**config.mk**
```make
export PLATFORM = sky130hd
export DESIGN_NAME = adc_serial_reader_flat
export DESIGN_NICKNAME = d
export VERILOG_FILES = /design/src/rtl/adc_pkg.sv /design/src/rtl/adc_serial_reader_if.sv /design/src/rtl/adc_sample_timer.sv /design/src/rtl/adc_serial_reader.sv /design/src/flat_wrapper.sv
export SDC_FILE = /design/constraint.sdc
export NUM_CORES = 1
export LEC_CHECK = 0
export ABC_AREA = 1
export CAP_MARGIN = 40
export CORE_ASPECT_RATIO = 0.75
export CORE_MARGIN = 2
export CORE_UTILIZATION = 54
export CTS_BUF_LIST = sky130_fd_sc_hd__clkbuf_16
export DETAILED_ROUTE_END_ITERATION = 10
export GPL_ROUTABILITY_DRIVEN = 0
export PLACE_DENSITY = 0.8
export SYNTH_ARGS = -nofsm -noshare
export SYNTH_HDL_FRONTEND = slang
export SYNTH_HIERARCHICAL = 1
export SYNTH_SLANG_ARGS = --single-unit
```
**constraint.sdc**
```tcl
create_clock -name CLK -period 4.95 [get_ports CLK]
set_clock_uncertainty 0.05 [all_clocks]
set_input_delay 0.99 -clock CLK [delete_from_list [all_inputs] [get_ports CLK]]
set_output_delay 0.99 -clock CLK [all_outputs]
set_load 0.02 [all_outputs]
```
**src/rtl/adc_pkg.sv**
```systemverilog
// adc_pkg: shared definitions for the serial ADC reader.
//   - adc_state_e : conversion frame state encoding
//   - ADC_NBITS   : ADC result width
//   - default timing constants for CLK_DIV / LEAD_BITS / SAMPLE_PERIOD
//   - adc_cnt_width(): counter width helper that never returns zero
package adc_pkg;

    localparam int unsigned ADC_NBITS                 = 10;
    localparam int unsigned ADC_CLK_DIV_DEFAULT       = 8;
    localparam int unsigned ADC_LEAD_BITS_DEFAULT     = 2;
    localparam int unsigned ADC_SAMPLE_PERIOD_DEFAULT = 50000;

    typedef enum logic [2:0] {
        StIdle,
        StSetup,
        StSclkLo,
        StSclkHi,
        StDone
    } adc_state_e;

    // Width of a counter that must hold 0..n-1; at least one bit.
    function automatic int unsigned adc_cnt_width(input int unsigned n);
        return (n > 1) ? $clog2(n) : 1;
    endfunction

endpackage

```
**src/rtl/adc_serial_reader_if.sv**
```systemverilog
// adc_serial_reader_if: three-wire serial ADC bus (TLC1549-class).
//   ADC_CSn  : chip select, active low   (reader -> ADC)
//   ADC_SCLK : serial clock, idles low   (reader -> ADC)
//   ADC_SDO  : serial data, MSB first    (ADC -> reader)
// Modports: master = the reader, slave = the ADC.
interface adc_serial_reader_if;

    logic ADC_CSn;
    logic ADC_SCLK;
    logic ADC_SDO;

    modport master (
        output ADC_CSn,
        output ADC_SCLK,
        input  ADC_SDO
    );

    modport slave (
        input  ADC_CSn,
        input  ADC_SCLK,
        output ADC_SDO
    );

endinterface

```
**src/rtl/adc_sample_timer.sv**
```systemverilog
// adc_sample_timer: free-running conversion-start timer.
//   CLK        : system clock
//   RSTn       : asynchronous active-low reset
//   enable_i   : high = count 0..SAMPLE_PERIOD-1 and wrap; low = clear and hold at 0
//   tick_o     : high in the cycle where the count equals SAMPLE_PERIOD-1
module adc_sample_timer
    import adc_pkg::*;
#(
    parameter int unsigned SAMPLE_PERIOD = ADC_SAMPLE_PERIOD_DEFAULT
) (
    input  logic CLK,
    input  logic RSTn,
    input  logic enable_i,
    output logic tick_o
);

    localparam int unsigned     CntW    = adc_cnt_width(SAMPLE_PERIOD);
    localparam logic [CntW-1:0] LastCnt = CntW'(SAMPLE_PERIOD - 1);

    logic [CntW-1:0] count_q, count_d;

    assign tick_o = enable_i && (count_q == LastCnt);

    always_comb begin
        count_d = count_q;
        if (!enable_i || tick_o) begin
            count_d = '0;
        end else begin
            count_d = count_q + 1'b1;
        end
    end

    always_ff @(posedge CLK or negedge RSTn) begin
        if (!RSTn) begin
            count_q <= '0;
        end else begin
            count_q <= count_d;
        end
    end

endmodule

```
**src/rtl/adc_serial_reader.sv**
```systemverilog
// adc_serial_reader: periodically runs a conversion frame on a 10-bit serial ADC
// and presents the result as a registered word with a one-cycle valid strobe.
//   CLK        : system clock
//   RSTn       : asynchronous active-low reset
//   Enable     : high = periodic conversions run
//   adc        : serial ADC bus (master side: ADC_CSn, ADC_SCLK out; ADC_SDO in)
//   Data       : last completed result, registered, held between strobes
//   Data_Valid : one-cycle pulse when Data updates
//   Busy       : high while a conversion frame is in progress (ADC_CSn low)
// Frame: CLK_DIV setup cycles, then LEAD_BITS+NBITS SCLK periods of 2*CLK_DIV cycles.
// SDO is sampled on the CLK edge that raises SCLK; the first LEAD_BITS samples are
// dropped and the rest shift in MSB first.
// Optional build macro ADC_AVG_EN: average four consecutive results and strobe
// once per four frames.
module adc_serial_reader
    import adc_pkg::*;
#(
    parameter int unsigned CLK_DIV       = ADC_CLK_DIV_DEFAULT,
    parameter int unsigned LEAD_BITS     = ADC_LEAD_BITS_DEFAULT,
    parameter int unsigned SAMPLE_PERIOD = ADC_SAMPLE_PERIOD_DEFAULT,
    parameter int unsigned NBITS         = ADC_NBITS
) (
    input  logic                       CLK,
    input  logic                       RSTn,
    input  logic                       Enable,
    adc_serial_reader_if.master        adc,
    output logic [NBITS-1:0]           Data,
    output logic                       Data_Valid,
    output logic                       Busy
);

    localparam int unsigned     TotalBits = LEAD_BITS + NBITS;
    localparam int unsigned     DivW      = adc_cnt_width(CLK_DIV);
    localparam int unsigned     BitW      = adc_cnt_width(TotalBits);
    localparam logic [DivW-1:0] DivLast   = DivW'(CLK_DIV - 1);
    localparam logic [BitW-1:0] BitLast   = BitW'(TotalBits - 1);
    localparam logic [BitW-1:0] LeadBits  = BitW'(LEAD_BITS);

    adc_state_e       state_q;
    logic [DivW-1:0]  div_q;
    logic [BitW-1:0]  bit_q;
    logic [NBITS-1:0] shift_q;
    logic [NBITS-1:0] data_q;
    logic             csn_q;
    logic             sclk_q;
    logic             valid_q;
    logic             busy_q;
    logic             tick;
    logic             div_done;

`ifdef ADC_AVG_EN
    localparam int unsigned AccW = NBITS + 2;

    logic [AccW-1:0] acc_q;
    logic [1:0]      frame_q;
    logic [AccW-1:0] acc_sum;

    // Running sum including the result that is completing this cycle.
    assign acc_sum = acc_q + AccW'(shift_q);
`endif

    adc_sample_timer #(
        .SAMPLE_PERIOD (SAMPLE_PERIOD)
    ) u_timer (
        .CLK      (CLK),
        .RSTn     (RSTn),
        .enable_i (Enable),
        .tick_o   (tick)
    );

    assign div_done = (div_q == DivLast);

    always_ff @(posedge CLK or negedge RSTn) begin
        if (!RSTn) begin
            state_q <= StIdle;
            div_q   <= '0;
            bit_q   <= '0;
            shift_q <= '0;
            data_q  <= '0;
            csn_q   <= 1'b1;
            sclk_q  <= 1'b0;
            valid_q <= 1'b0;
            busy_q  <= 1'b0;
`ifdef ADC_AVG_EN
            acc_q   <= '0;
            frame_q <= '0;
`endif
        end else begin
            valid_q <= 1'b0;
`ifdef ADC_AVG_EN
            if (!Enable) begin
                acc_q   <= '0;
                frame_q <= '0;
            end
`endif
            unique case (state_q)
                StIdle: begin
                    // Ticks seen in any other state are simply ignored.
                    if (tick) begin
                        state_q <= StSetup;
                        csn_q   <= 1'b0;
                        busy_q  <= 1'b1;
                        div_q   <= '0;
                        bit_q   <= '0;
                    end
                end

                StSetup: begin
                    if (div_done) begin
                        state_q <= StSclkLo;
                        div_q   <= '0;
                    end else begin
                        div_q <= div_q + 1'b1;
                    end
                end

                StSclkLo: begin
                    if (div_done) begin
                        state_q <= StSclkHi;
                        div_q   <= '0;
                        sclk_q  <= 1'b1;
                        // SDO has been stable for CLK_DIV cycles here, so no synchroniser.
                        if (bit_q >= LeadBits) begin
                            shift_q <= {shift_q[NBITS-2:0], adc.ADC_SDO};
                        end
                    end else begin
                        div_q <= div_q + 1'b1;
                    end
                end

                StSclkHi: begin
                    if (div_done) begin
                        sclk_q <= 1'b0;
                        div_q  <= '0;
                        if (bit_q == BitLast) begin
                            // Result is published on entry so Data/Data_Valid are
                            // visible during the single DONE cycle.
                            state_q <= StDone;
                            csn_q   <= 1'b1;
                            busy_q  <= 1'b0;
`ifdef ADC_AVG_EN
                            if (Enable) begin
                                if (frame_q == 2'd3) begin
                                    data_q  <= acc_sum[AccW-1:2];
                                    valid_q <= 1'b1;
                                    acc_q   <= '0;
                                    frame_q <= '0;
                                end else begin
                                    acc_q   <= acc_sum;
                                    frame_q <= frame_q + 1'b1;
                                end
                            end
`else
                            data_q  <= shift_q;
                            valid_q <= 1'b1;
`endif
                        end else begin
                            state_q <= StSclkLo;
                            bit_q   <= bit_q + 1'b1;
                        end
                    end else begin
                        div_q <= div_q + 1'b1;
                    end
                end

                StDone: begin
                    state_q <= StIdle;
                end

                default: begin
                    state_q <= StIdle;
                end
            endcase
        end
    end

    assign adc.ADC_CSn  = csn_q;
    assign adc.ADC_SCLK = sclk_q;
    assign Data         = data_q;
    assign Data_Valid   = valid_q;
    assign Busy         = busy_q;

endmodule

```
**src/flat_wrapper.sv**
```systemverilog
// flat-port wrapper written by rule: the top's interface ports become plain ports
module adc_serial_reader_flat import adc_pkg::*;
#(
    parameter int unsigned CLK_DIV       = ADC_CLK_DIV_DEFAULT,
    parameter int unsigned LEAD_BITS     = ADC_LEAD_BITS_DEFAULT,
    parameter int unsigned SAMPLE_PERIOD = ADC_SAMPLE_PERIOD_DEFAULT,
    parameter int unsigned NBITS         = ADC_NBITS
)
  (CLK, RSTn, Enable, Data, Data_Valid, Busy, adc_ADC_CSn, adc_ADC_SCLK, adc_ADC_SDO);
  adc_serial_reader_if adc_i ();
  input  logic CLK;
  input  logic RSTn;
  input  logic Enable;
  output logic [NBITS-1:0] Data;
  output logic Data_Valid;
  output logic Busy;
  output wire logic [$bits(adc_i.ADC_CSn)-1:0] adc_ADC_CSn;
  output wire logic [$bits(adc_i.ADC_SCLK)-1:0] adc_ADC_SCLK;
  input wire logic [$bits(adc_i.ADC_SDO)-1:0] adc_ADC_SDO;
  assign adc_ADC_CSn = adc_i.ADC_CSn;
  assign adc_ADC_SCLK = adc_i.ADC_SCLK;
  assign adc_i.ADC_SDO = adc_ADC_SDO;
  adc_serial_reader #(.CLK_DIV(CLK_DIV), .LEAD_BITS(LEAD_BITS), .SAMPLE_PERIOD(SAMPLE_PERIOD), .NBITS(NBITS)) u_core (.CLK(CLK), .RSTn(RSTn), .Enable(Enable), .adc(adc_i), .Data(Data), .Data_Valid(Data_Valid), .Busy(Busy));
endmodule
```
==> summary.txt <==
Status: complete, no violations
Tmin final: 2470 ps
Lkg Pwr: 0.00131 uW
VDD IR max: 212 uV
Gr ovfl total: 0
Number of synthesis warnings: 6
Most common cell after layout, fill and taps aside: nand2_1
Final setup viols: 0
Max_cap viols: 0
Port buffer count: 17
Register Area: 1250 um2
Relative slew slack: 64.3%
Crit path launch type: flop
All-Layer GR Usage: 20.1%
Most frequent cells in the layout: nand2_1 (82), dfrtp_1 (49), nor2_1 (38), inv_1 (33), nand3_1 (20)
Number of fill cells: 394
Maximum fanout along the worst path: 2
CTS Buf Count: 5
Power per cell area: 265 nW/um2
Clock Latency Late Sink: 280 ps
Area of the multi-input gates: 1080 um2
Synth Area per Inst: 8.52 um2
Post-Synthesis Cells: 296
Number of synthesized flops with an enable pin: 0
CTS clk-pin slew, worst paths: 70 ps
Critical Path Start: u_core/adc.ADC_CSn$_DFFE_PN1P_
Post-CTS Setup Bufs: 0
Syn Nets: 306
WL/cell: 12.7 um
First-pass GRT wire length: 8.62 mm
P&R area growth vs syn: 13.4%
DP Wirelength: 3.40 mm
Die Y: 63.2 um
WP buf/inv: 1
Grt met1 use: 28.8%
Top-area cell type share of the netlist area: 48.6%
Slowest cell on the critical path: clkdlybuf4s50_1
N_diodes: 0
Final hold violations: 0
Number of global-route vias before repair: 1823
Top post-synthesis cells by area: dfrtp_1 (49%), nand2_1 (12%), nor2_1 (5.7%)
Worst reg-to-reg setup slack: 3050 ps
Async SR Flop Fraction: 100%
Number of H-tree levels: 2
Initial antenna violation count: 0
Die span in x: 82.9 um
Setup_tns: 0 ps
Drt pass-1 iters: 4
Layout cells sized above 1: 13.9%
Cell taking the most area after synthesis: dfrtp_1
IO Pins: 18
Flops & latches, synth: 50
Delay-heaviest family, CP: buffers and inverters
# rows: 21
Post-route ant nets: 0
WL final: 4.75 mm
Die area: 5240 um2
RSZ-0062 raised after global routing: false
Sink Count: 50
Critical Path RT: 3910 ps
Clock root buffer: clkbuf_16
Setup crit end kind: output pin
Layer with the highest usage: met2
Crit Path Category: reg -> out
Max Clk Rate: 405 MHz
CP max stage delay: 610 ps
Total core area: 4470 um2
Grt met2 use: 32.0%
HP Start: u_core/adc.ADC_CSn$_DFFE_PN1P_
Initial core utilization: 56.4%
Cts repair resizes: 0
Nets: 326
Period utilization: 49.9%
Vias: 1927
Launch point of the worst reg-to-reg path: u_core/u_timer/count_q[0]$_DFF_PN0_
Iter 0 DRT Violations: 155
Synth cell types: 27
Register area share after synthesis: 49.7%
Main synth FF type: dfrtp_1
Mapped Area: 2520 um2
Vias per inst: 5.15
Largest net degree at the start of global routing: 30
DRC violations left: 0
Arrival @ worst endpoint: 1430 ps
PnR Total Power: 758 uW
M3 GR Usage: 3.67%
Worst hold path class: reg -> reg
Clock Tree Buf Depth: 2
Hold buffers post-CTS: 0
Clock tree from TritonCTS: yes
Fin. max-slew vios: 0
Critical Path, Cell by Cell: clkdlybuf4s50_1
Worst-margin pin slew: 530 ps
==> where the power goes <==
| group | internal, uW | switching, uW |
|---|---|---|
| Sequential | 411 | 2.63 |
| Combinational | 6.06 | 13.3 |
| Clock | 185 | 140 |
==> synth_stat cells (2+ instances only) <==
| cell type | instances |
|---|---|
| nand2_1 | 82 |
| dfrtp_1 | 49 |
| nor2_1 | 38 |
| inv_1 | 33 |
| nand3_1 | 20 |
| o21ai_2 | 15 |
| nand4_1 | 8 |
| ha_1 | 6 |
| nand2_2 | 6 |
| nor2_2 | 6 |
| xor2_1 | 5 |
| buf_6 | 4 |
| o21ai_0 | 4 |
| o21ai_1 | 4 |
| nand3_2 | 2 |
| o21bai_1 | 2 |
| xnor2_1 | 2 |
==> through the flow <==
step / utilization, % / hold slack [ps] / instances / area [um2] / setup slack, ps
2_1_floorplan: - / 392 / 296 / 2520 / 3220
4_1_cts: 64.0 / 421 / 374 / 2860 / 2470
5_1_grt: 64.0 / 447 / 374 / 2860 / 2450
6_report: 64.0 / 419 / 374 / 2860 / 2480
3_5_place_dp: 60.8 / 411 / 366 / 2720 / 2530
3_3_place_gp: 60.4 / 406 / 365 / 2700 / 2560
==> cells by family (layout without fill, tap and decap cells) <==
logic type,Yosys count,in the layout,synth area share [%]
fa+ha+maj,6,6,2.98
flops,50,50,49.7
simple gates,165,165,28.9
xor+xnor,7,7,2.43
compound gates,29,29,8.59
buf+inv,39,60,7.44
==> final timing paths <==
check | to | depth (start not counted)
setup / recovery | adc_ADC_CSn | 1
hold / removal | u_core/adc.ADC_CSn$_DFFE_PN1P_ | 2
setup reg to reg | u_core/bit_q[3]$_DFFE_PN0P_ | 12
hold reg to reg | u_core/adc.ADC_CSn$_DFFE_PN1P_ | 2
max in group asynchronous | u_core/adc.ADC_CSn$_DFFE_PN1P_ | 2
min in group asynchronous | u_core/u_timer/count_q[10]$_DFF_PN0_ | 1
==> sequential cells by signal, indices dropped and copies added (netlist names) <==
| signal | cells |
|---|---|
| u_core/shift_q | 10 |
| u_core/state_q | 3 |
| u_core/Busy | 1 |
| u_core/Data | 10 |
| u_core/adc.ADC_CSn | 1 |
| u_core/Data_Valid | 1 |
| u_core/adc.ADC_SCLK | 1 |
| u_core/div_q | 3 |
| u_core/bit_q | 4 |
| u_core/u_timer/count_q | 16 |
==> metal layers <==
layer	up-vias	routed length (um)	share of wire, %
met4	0	57	1.2
met3	6	137	2.9
met1	914	2340	49
met5	-	0	0
met2	38	2210	47
li1	969	-	-
==> layout make-up <==
cell class | instances | area share, %
sequential | 50 | 43.8
multi-input combinational | 207 | 37.8
timing repair buffer | 18 | 6.48
inverter | 34 | 4.46
clock buffer | 5 | 4.38
tap | 57 | 2.49
clock inverter | 3 | 0.569
No activity file was read; power rests on OpenSTA's default activity.
